===== config.mk =====
export PLATFORM = sky130hd
export DESIGN_NAME = api_chip_resp
export DESIGN_NICKNAME = d
export VERILOG_FILES = /design/src/rtl/api_resp_pkg.sv /design/src/rtl/api_resp_fifo.sv /design/src/rtl/api_chip_resp.sv
export SDC_FILE = /design/constraint.sdc
export NUM_CORES = 1
export LEC_CHECK = 0
export CORE_MARGIN = 5
export CORE_UTILIZATION = 58
export CTS_BUF_LIST = sky130_fd_sc_hd__clkbuf_16
export DETAILED_ROUTE_END_ITERATION = 16
export PLACE_DENSITY = 0.87
export SYNTH_ARGS = -nofsm -noshare
export SYNTH_HDL_FRONTEND = slang
export SYNTH_SLANG_ARGS = --single-unit

===== constraint.sdc =====
create_clock -name clk -period 5 [get_ports clk]
set_input_delay 1.25 -clock clk [delete_from_list [all_inputs] [get_ports clk]]
set_output_delay 1.25 -clock clk [all_outputs]
set_load 0.02 [all_outputs]

===== src/rtl/api_resp_pkg.sv =====
// api_resp_pkg: shared constants, state encoding and result-word builder for api_chip_resp
// Ports: none (package).
package api_resp_pkg;
    localparam int WORK_LEN = 23;
    localparam int RX_BLOCK_LEN = 11;
    localparam int NONCE_FIFO_DEPTH = 4;
    localparam int LVL_W = $clog2(NONCE_FIFO_DEPTH) + 1;
    localparam logic [4:0] LAST_WORD = 5'(WORK_LEN - 1);
    localparam logic [31:0] NONCE_MARKER = 32'hbeafbeaf;
    localparam logic [31:0] TX_IDLE_WORD = 32'hffffffff;

    typedef enum logic [1:0] {IDLE, SHIFT, DONE} state_e;

    // Result words 1..22; word 0 carries the popped nonce and is built at frame start.
    function automatic logic [31:0] tx_word(
        input logic [4:0]  idx,
        input logic        hit,
        input logic [3:0]  lvl,
        input logic [15:0] status
    );
        return idx >= 5'(RX_BLOCK_LEN) ? TX_IDLE_WORD :
               idx == 5'd1  ? {28'd0, lvl} :
               idx == 5'd9  ? (hit ? NONCE_MARKER : 32'd0) :
               idx == 5'd10 ? {status, 16'h0} : 32'd0;
    endfunction
endpackage


===== src/rtl/api_resp_fifo.sv =====
// api_resp_fifo: 32-bit synchronous show-ahead FIFO with level, full and empty
// Ports: clk/rst (sync, active-high); push_i/din_i write side; pop_i read side with
//        dout_o showing the head entry; level_o entry count; full_o/empty_o registered flags.
module api_resp_fifo #(
    parameter int DEPTH = 4,
    parameter int AW = $clog2(DEPTH)
) (
    input  logic        clk,
    input  logic        rst,
    input  logic        push_i,
    input  logic [31:0] din_i,
    input  logic        pop_i,
    output logic [31:0] dout_o,
    output logic [AW:0] level_o,
    output logic        full_o,
    output logic        empty_o
);
    logic [31:0]   mem_q [DEPTH];
    logic [AW-1:0] wr_q, rd_q;
    logic [AW:0]   cnt_q, cnt_d;
    logic          full_q, empty_q;

    assign cnt_d   = cnt_q + (AW+1)'(push_i) - (AW+1)'(pop_i);
    assign dout_o  = mem_q[rd_q];
    assign level_o = cnt_q;
    assign full_o  = full_q;
    assign empty_o = empty_q;

    always_ff @(posedge clk) begin
        if (push_i) mem_q[wr_q] <= din_i;
    end

    always_ff @(posedge clk) begin
        if (rst) begin
            wr_q    <= '0;
            rd_q    <= '0;
            cnt_q   <= '0;
            full_q  <= 1'b0;
            empty_q <= 1'b1;
        end else begin
            wr_q    <= wr_q + AW'(push_i);
            rd_q    <= rd_q + AW'(pop_i);
            cnt_q   <= cnt_d;
            full_q  <= cnt_d == (AW+1)'(DEPTH);
            empty_q <= cnt_d == '0;
        end
    end
endmodule


===== src/rtl/api_chip_resp.sv =====
// api_chip_resp: chip-side responder for the miner API serial link
// Ports: clk/rst (sync, active-high); sck/mosi/load serial inputs from the controller
//        (load active-low, asynchronous to clk); miso result block, MSB first;
//        work_vld/work_idx/work_dat received work words; frame_done/frame_err frame pulses;
//        nonce_wr_en/nonce_din/nonce_full/nonce_ovf nonce queue; chip_status for word 10.
module api_chip_resp
    import api_resp_pkg::*;
(
    input  logic        clk,
    input  logic        rst,
    input  logic        sck,
    input  logic        mosi,
    input  logic        load,
    output logic        miso,
    output logic        work_vld,
    output logic [4:0]  work_idx,
    output logic [31:0] work_dat,
    output logic        frame_done,
    output logic        frame_err,
    input  logic        nonce_wr_en,
    input  logic [31:0] nonce_din,
    output logic        nonce_full,
    output logic        nonce_ovf,
    input  logic [15:0] chip_status
);
    logic [1:0]       sck_sync_q, mosi_sync_q, load_sync_q;
    logic             sck_prev_q, load_prev_q;
    logic             sck_s, mosi_s, load_s, rise_p, fall_p, load_fall, load_rise;
    state_e           state_q, state_d;
    logic [4:0]       bit_cnt_q, bit_cnt_d, word_cnt_q, word_cnt_d;
    logic [31:0]      rx_sr_q, rx_sr_d, tx_sr_q, tx_sr_d;
    logic             hit_q, hit_d;
    logic [LVL_W-1:0] lvl_q, lvl_d;
    logic [15:0]      status_q, status_d;
    logic             work_vld_q, work_vld_d, frame_done_q, frame_done_d, frame_err_q, frame_err_d;
    logic [4:0]       work_idx_q, work_idx_d;
    logic [31:0]      work_dat_q, work_dat_d;
    logic             ovf_q, ovf_d;
    logic             pop, push, fifo_full, fifo_empty;
    logic [31:0]      fifo_dout;
    logic [LVL_W-1:0] fifo_level;

    assign sck_s     = sck_sync_q[1];
    assign mosi_s    = mosi_sync_q[1];
    assign load_s    = load_sync_q[1];
    assign rise_p    = sck_s & ~sck_prev_q;
    assign fall_p    = ~sck_s & sck_prev_q;
    assign load_fall = ~load_s & load_prev_q;
    assign load_rise = load_s & ~load_prev_q;

    // A push into a full queue only lands when a pop frees a slot in the same clk.
    assign push = nonce_wr_en & (~fifo_full | pop);

    assign miso       = tx_sr_q[31];
    assign work_vld   = work_vld_q;
    assign work_idx   = work_idx_q;
    assign work_dat   = work_dat_q;
    assign frame_done = frame_done_q;
    assign frame_err  = frame_err_q;
    assign nonce_full = fifo_full;
    assign nonce_ovf  = ovf_q;

    api_resp_fifo #(.DEPTH(NONCE_FIFO_DEPTH)) u_fifo (
        .clk     (clk),
        .rst     (rst),
        .push_i  (push),
        .din_i   (nonce_din),
        .pop_i   (pop),
        .dout_o  (fifo_dout),
        .level_o (fifo_level),
        .full_o  (fifo_full),
        .empty_o (fifo_empty)
    );

    always_comb begin
        state_d      = state_q;
        bit_cnt_d    = bit_cnt_q;
        word_cnt_d   = word_cnt_q;
        rx_sr_d      = rx_sr_q;
        tx_sr_d      = tx_sr_q;
        hit_d        = hit_q;
        lvl_d        = lvl_q;
        status_d     = status_q;
        work_vld_d   = 1'b0;
        frame_done_d = 1'b0;
        frame_err_d  = 1'b0;
        work_idx_d   = work_idx_q;
        work_dat_d   = work_dat_q;
        pop          = 1'b0;
        case (state_q)
            IDLE: begin
                tx_sr_d = TX_IDLE_WORD;
                if (load_fall) begin
                    state_d    = SHIFT;
                    bit_cnt_d  = '0;
                    word_cnt_d = '0;
                    pop        = ~fifo_empty;
                    hit_d      = ~fifo_empty;
                    lvl_d      = fifo_level - LVL_W'(pop);
                    status_d   = chip_status;
                    tx_sr_d    = pop ? fifo_dout : 32'd0;
                end
            end
            SHIFT: begin
                if (load_rise) begin
                    state_d     = IDLE;
                    frame_err_d = bit_cnt_q != 5'd0 || word_cnt_q != 5'd0;
                    tx_sr_d     = TX_IDLE_WORD;
                end else begin
                    // bit_cnt==0 on a fall means a fresh word was just loaded; keep its MSB.
                    if (fall_p && bit_cnt_q != 5'd0) tx_sr_d = {tx_sr_q[30:0], 1'b1};
                    if (rise_p) begin
                        rx_sr_d   = {rx_sr_q[30:0], mosi_s};
                        bit_cnt_d = bit_cnt_q + 5'd1;
                        if (bit_cnt_q == 5'd31) begin
                            work_vld_d   = 1'b1;
                            work_idx_d   = word_cnt_q;
                            work_dat_d   = rx_sr_d;
                            frame_done_d = word_cnt_q == LAST_WORD;
                            state_d      = word_cnt_q == LAST_WORD ? DONE : SHIFT;
                            word_cnt_d   = word_cnt_q == LAST_WORD ? word_cnt_q : word_cnt_q + 5'd1;
                            tx_sr_d      = tx_word(word_cnt_q + 5'd1, hit_q, 4'(lvl_q), status_q);
                        end
                    end
                end
            end
            DONE: begin
                state_d = load_s ? IDLE : DONE;
                tx_sr_d = load_s ? TX_IDLE_WORD : tx_sr_q;
            end
            default: state_d = IDLE;
        endcase
        ovf_d = ovf_q | (nonce_wr_en & fifo_full & ~pop);
    end

    always_ff @(posedge clk) begin
        if (rst) begin
            sck_sync_q   <= '0;
            mosi_sync_q  <= '0;
            load_sync_q  <= '1;
            sck_prev_q   <= 1'b0;
            load_prev_q  <= 1'b1;
            state_q      <= IDLE;
            bit_cnt_q    <= '0;
            word_cnt_q   <= '0;
            rx_sr_q      <= '0;
            tx_sr_q      <= TX_IDLE_WORD;
            hit_q        <= 1'b0;
            lvl_q        <= '0;
            status_q     <= '0;
            work_vld_q   <= 1'b0;
            frame_done_q <= 1'b0;
            frame_err_q  <= 1'b0;
            work_idx_q   <= '0;
            work_dat_q   <= '0;
            ovf_q        <= 1'b0;
        end else begin
            sck_sync_q   <= {sck_sync_q[0], sck};
            mosi_sync_q  <= {mosi_sync_q[0], mosi};
            load_sync_q  <= {load_sync_q[0], load};
            sck_prev_q   <= sck_s;
            load_prev_q  <= load_s;
            state_q      <= state_d;
            bit_cnt_q    <= bit_cnt_d;
            word_cnt_q   <= word_cnt_d;
            rx_sr_q      <= rx_sr_d;
            tx_sr_q      <= tx_sr_d;
            hit_q        <= hit_d;
            lvl_q        <= lvl_d;
            status_q     <= status_d;
            work_vld_q   <= work_vld_d;
            frame_done_q <= frame_done_d;
            frame_err_q  <= frame_err_d;
            work_idx_q   <= work_idx_d;
            work_dat_q   <= work_dat_d;
            ovf_q        <= ovf_d;
        end
    end
endmodule

**Word level (Yosys, flattened, before mapping)**

Memories as Yosys holds them, arrays and structs flattened. A register that Yosys moved wholly into a read port is not among the register bits.
Cells that the tools add are included.

- Order comparisons: 1
- Reductions and logical operators: 18
- Equal/unequal tests: 16
- Bitwise operators: 20
- Mux-type cells: 35
- Add/subtract/negate cells: 7

Operators with widths:

| operator | number |
|---|---|
| two-way mux 32 bit | 12 |
| one-hot mux 32 bit (3 select lines) | 1 |
| two-way mux 5 bit | 7 |
| one-hot mux 5 bit (2 select lines) | 2 |
| two-way mux 2 bit | 7 |
| inequality test 2 bit, second input constant | 6 |
| inverter 1 bit | 11 |
| adder 5 x 1 -> 5 bit, second input constant | 2 |
| equality test 5 x 4 -> 1 bit, second input constant | 2 |
| equality test 5 bit, second input constant | 2 |
| nonzero test 5 bit | 2 |
| AND reduction 4 bit | 2 |
| AND 1 bit | 7 |
| inequality test 3 bit, second input constant | 2 |
| one-hot mux 2 bit (3 select lines) | 1 |
| AND reduction 3 bit | 2 |
| AND reduction 6 bit | 1 |
| subtractor 3 x 1 -> 3 bit | 2 |
| equality test 5 x 1 -> 1 bit, second input constant | 1 |
| >= comparator 5 x 4 -> 1 bit, second input constant | 1 |
| two-way mux 1 bit | 5 |
| OR reduction 5 bit | 1 |
| adder 2 x 1 -> 2 bit | 2 |
| AND reduction 2 bit | 2 |
| other kinds (13) | 14 |

- Bits of input ports: 54
- Logic and storage cells: 122
- Memories: 1
- Flip-flop bits (word level): 153
- Bits in writable memories: 128

Memory list:

| memory | depth | width | rd ports | clocked after Yosys merged registers in | wr ports | line | text |
|---|---|---|---|---|---|---|---|
| u_fifo.mem_q | 4 | 32 | 1 | 1 | 1 | api_resp_fifo.sv:18 | `logic [31:0] mem_q [DEPTH];` |

**Logic depth before layout (Yosys ltp)**

- Depth in word-level cells: 10
- Gate-level depth with buffers: 13
- Mapped depth without buffers: 13

**Hierarchy**

From an unflattened synthesis, not the netlist that was laid out.

- Cell total of the unflattened synthesis: 1063
- Area total of the unflattened synthesis: 11788.8 µm²

Modules (own cells, without submodules):

| module | instances | cells each | area each (µm²) |
|---|---|---|---|
| api_chip_resp | 1 | 858 | 6730.2 |
| api_resp_fifo | 1 | 205 | 5058.6 |

**Least setup slack after synthesis**

OpenSTA, ideal clock, no wires.

- Path type: input port to flip-flop
- From: in nonce_wr_en
- To: mem u_fifo.mem_q[1][0] (enable)
- Data arrival time: 3.744 ns
- Path slack: 0.788 ns
- Required time: 4.532 ns
- Setup time: 0.468 ns
- Cell stages on the path: 2
- Path through: nand2_1 nor3b_1

- Word-level cells in the longest chain between the ends: 3

Ends and longest elaborated chain:

| what | line | text |
|---|---|---|
| start, declared | api_chip_resp.sv:20 | `input logic nonce_wr_en,` |
| AND 1 bit | api_chip_resp.sv:52 | `assign push = nonce_wr_en & (~fifo_full \| pop);` |
| two-way mux 1 bit | api_resp_fifo.sv:30 | `if (push_i) mem_q[wr_q] <= din_i;` |
| two-way mux 1 bit (implied by the code) | api_resp_fifo.sv:30 |  |
| end, declared | api_resp_fifo.sv:18 |  |

Every way passes these cells.

**Worst setup path after layout**

- From: reg state_q[1]
- To: reg u_fifo.full_q, in the netlist u_fifo.full_o

- Word-level cells in the longest chain between the ends: 7

Ends and longest elaborated chain:

| what | line | text |
|---|---|---|
| start, declared | api_chip_resp.sv:29 | `state_e state_q, state_d;` |
| start signal, assigned | api_chip_resp.sv:163 | `state_q <= state_d;` |
| zero test 2 bit * | api_chip_resp.sv:90 | `case (state_q)` |
| two-way mux 1 bit * | api_chip_resp.sv:90 |  |
| bitwise OR 1 bit | api_chip_resp.sv:52 |  |
| AND 1 bit | api_chip_resp.sv:52 |  |
| adder 3 x 1 -> 3 bit | api_resp_fifo.sv:23 | `assign cnt_d = cnt_q + (AW+1)'(push_i) - (AW+1)'(pop_i);` |
| subtractor 3 x 1 -> 3 bit * | api_resp_fifo.sv:23 |  |
| equality test 3 bit * | api_resp_fifo.sv:44 | `full_q <= cnt_d == (AW+1)'(DEPTH);` |
| end signal, assigned | api_resp_fifo.sv:44 |  |
| end, declared | api_resp_fifo.sv:21 | `logic full_q, empty_q;` |

Mark *: on every way between the ends. The rest lies on a longest branch, timed or not.
A chain may end at the register's enable or synchronous reset.

==> impl_metrics.toml <==
[cells_and_area]
register_area_um2 = 6910
layoutNonFillerInstCount = 1406
design_area_um2 = 13700
drive_gt1_frac = 0.0845
n_antenna_cell = 0
area_growth_pct = 15.9
multiInputGateArea_um2 = 4470
fillCellCount = 1449
fin_nets = 1187
fin_util = 0.679

[grt]
track_usage = 0.212
grt_pass1_wl_mm = 41.5
antenna_found_initial = 0
grt_max_degree = 95
grt-ovfl-total = 0
grt_pass1_vias = 8080

[sta]
rsz0062_at_grt = "false"
final-max-slew-violation-count = 0
fmax_mhz = 302
setup_viol = 0
tns_ns = 0
max-slew-margin-rel = 0.166
period_minus_slack_ns = 3.31
fin_ws_ns = 1.69
fin_skew_ns = 0.0139
fin_crit_sh = 0.661
worstMarginPinSlew_ns = 1.25
final_hold_viol_count = 0
fin_hold_ws_ns = 0.442

[placed_design]
dpl.hpwl_mm = 15.9
dpl.cell_count = 1354
dp_slack_ns = 1.64
routabilityCongestion = 0.874
portBuffers = 96
placed_area_um2 = 12800

[detailed_routing]
wl_met3_mm = 1.66
wl_mm = 26.0
antenna_left = 0
wl_met1_mm = 10.3
top_layer = "met4"
drt-wirelength-per-cell_um = 18.5
num_vias = 8433
dr_wl_met2_mm = 13.3
drtPass1Iterations = 5
drc = 0
vias_per_cell = 6.00
drtIter0Drc = 681

[cts]
cts.repair.resized = 0
cts_tree = "built"
path_clk_slew_ns = 0.06
numCtsBuffers = 28
clk-insertion-delay-late_ns = 0.53
clkSinkCount = 281
cts_buffer_depth = 3
postCtsSetupBuffers = 0
htree_levels = 1
cts_root_buf = "clkbuf_16"
hold_buffers = 0

[critical_path]
start_kind = "flop"
endpoint_kind = "flop"
crit_arrival_ns = 3.73
required_ns = 5.42
crit_type = "flop to flop"
crit_fanout = 19

[run_status]
status = "finished clean"

[power_and_ir_drop]
cellPowerDensity_nw_per_um2 = 387
finalPower_mw = 5.30
combPwrFrac = 0.129
power.switching_mw = 1.33
switching_share = 0.252
peakVddDrop_mv = 0.336
power_frac_seq = 0.509
p_int_mw = 3.97
pwr-share-clk = 0.362
total_leakage_power_nw = 4.45

[die]
fp.dieH_um = 153
core_um2 = 20200
ioPinCount = 97
num_rows = 52
initial_utilization = 0.585
die-area_um2 = 23300
dieWidth_um = 153

[yosys]
synth_top_area_cell = "edfxtp_1"
syn-num-nets = 1122
avgSynthCellArea_um2 = 11.3
synthArstFlopShare = 0
yosysSeqAreaShare = 0.585
synth_ff_type = "dfxtp_1"
yosysMostFrequentCell = "nand2_1"
synthCells = 1049
synth_area_leaders = "edfxtp_1 33%, dfxtp_1 26%, nand2_1 6.1%"
synth.distinct_cells = 60
yosysWarnings = 0
synth_area_um2 = 11800
yosysTopAreaCellShare = 0.325
synth.ff_latch_count = 281
synth_edf_count = 128
synth_top_cells_by_count = "192 x nand2_1, 153 x dfxtp_1, 128 x edfxtp_1, 99 x a21oi_1, 53 x mux2i_1"

[job]
max_cap_viol_count = 0

[min_path]
hp-class = "flop to flop"
==> state kept, by name (all words and copies together), names as in the netlist, 3 cells and up <==
signal	count
lvl_q	3
u_fifo.mem_q	128
tx_sr_q	32
u_fifo.level_o	3
work_dat	32
bit_cnt_q	5
word_cnt_q	5
work_idx	5
rx_sr_q	31
status_q	16
==> layout by cell type, fill, tap and decap left out, drive strengths merged, types with 18 or more instances in the layout <==
cell and n:
edfxtp 128, mux2i 53, nor2 35, clkbuf 29, clkdlybuf4s50 95, o221ai 24, dfxtp 153, inv 31
nand2 192, a221oi 25, ha 18, o21ai 19, a21oi 99
==> worst max-delay path, stage by stage (launching register included) <==
cell and delay [ns]:
dfxtp_1 0.34, inv_1 0.11, ha_1 0.29, nand2_1 0.48, nor2_1 0.39, ha_1 0.29
inv_1 0.06, ha_1 0.14, inv_1 0.05, fa_1 0.40, xor2_1 0.18, xnor2_1 0.14
nor2_1 0.08, and3_1 0.24
==> final cells by class <==
cell class,instances,area share
clock buffers,29,0.0530
clock inverters,23,0.00887
inverters,18,0.00494
multi-input cells,675,0.326
flip-flops and latches,281,0.505
well taps,270,0.0247
repair buffers,110,0.0777
==> metal layers <==
| metal | GRT usage | up-vias |
|---|---|---|
| met5 | 0 | - |
| met4 | 0.0585 | 0 |
| met3 | 0.0324 | 67 |
| met2 | 0.385 | 331 |
| met1 | 0.265 | 4053 |
| li1 | - | 3982 |
==> kinds of logic (layout without fill, tap and decap cells) <==
logic type,Yosys count,in the layout,synth area share
AND/OR/NAND/NOR,306,306,0.121
flip-flops,281,281,0.585
AO/OA/AOI/OAI,261,261,0.150
buffers and inverters,93,180,0.0391
multiplexers,74,74,0.0726
adder cells (fa/ha/maj),19,19,0.0208
XOR/XNOR,15,15,0.0118
==> worst paths after layout <==
path                  startpoint              to  slack (ns)  depth (start not counted)
setup / recovery      state_q[1]   u_fifo.full_o        1.69                         13
hold / removal    mosi_sync_q[0]  mosi_sync_q[1]        0.44                          1
setup reg to reg      state_q[1]   u_fifo.full_o        1.69                         13
hold reg to reg   mosi_sync_q[0]  mosi_sync_q[1]        0.44                          1
==> power groups by stage <==
stage | clock network, mW | logic (mW) | registers (mW)
6_report | 1.92 | 0.682 | 2.70
4_1_cts | 1.94 | 0.686 | 2.70
3_5_place_dp | 0 | 0.679 | 2.74
5_1_grt | 2.04 | 0.746 | 2.71
2_1_floorplan | 0 | 0.473 | 2.72
3_3_place_gp | 0 | 0.659 | 2.74
(Power assumes the default switching activity.)
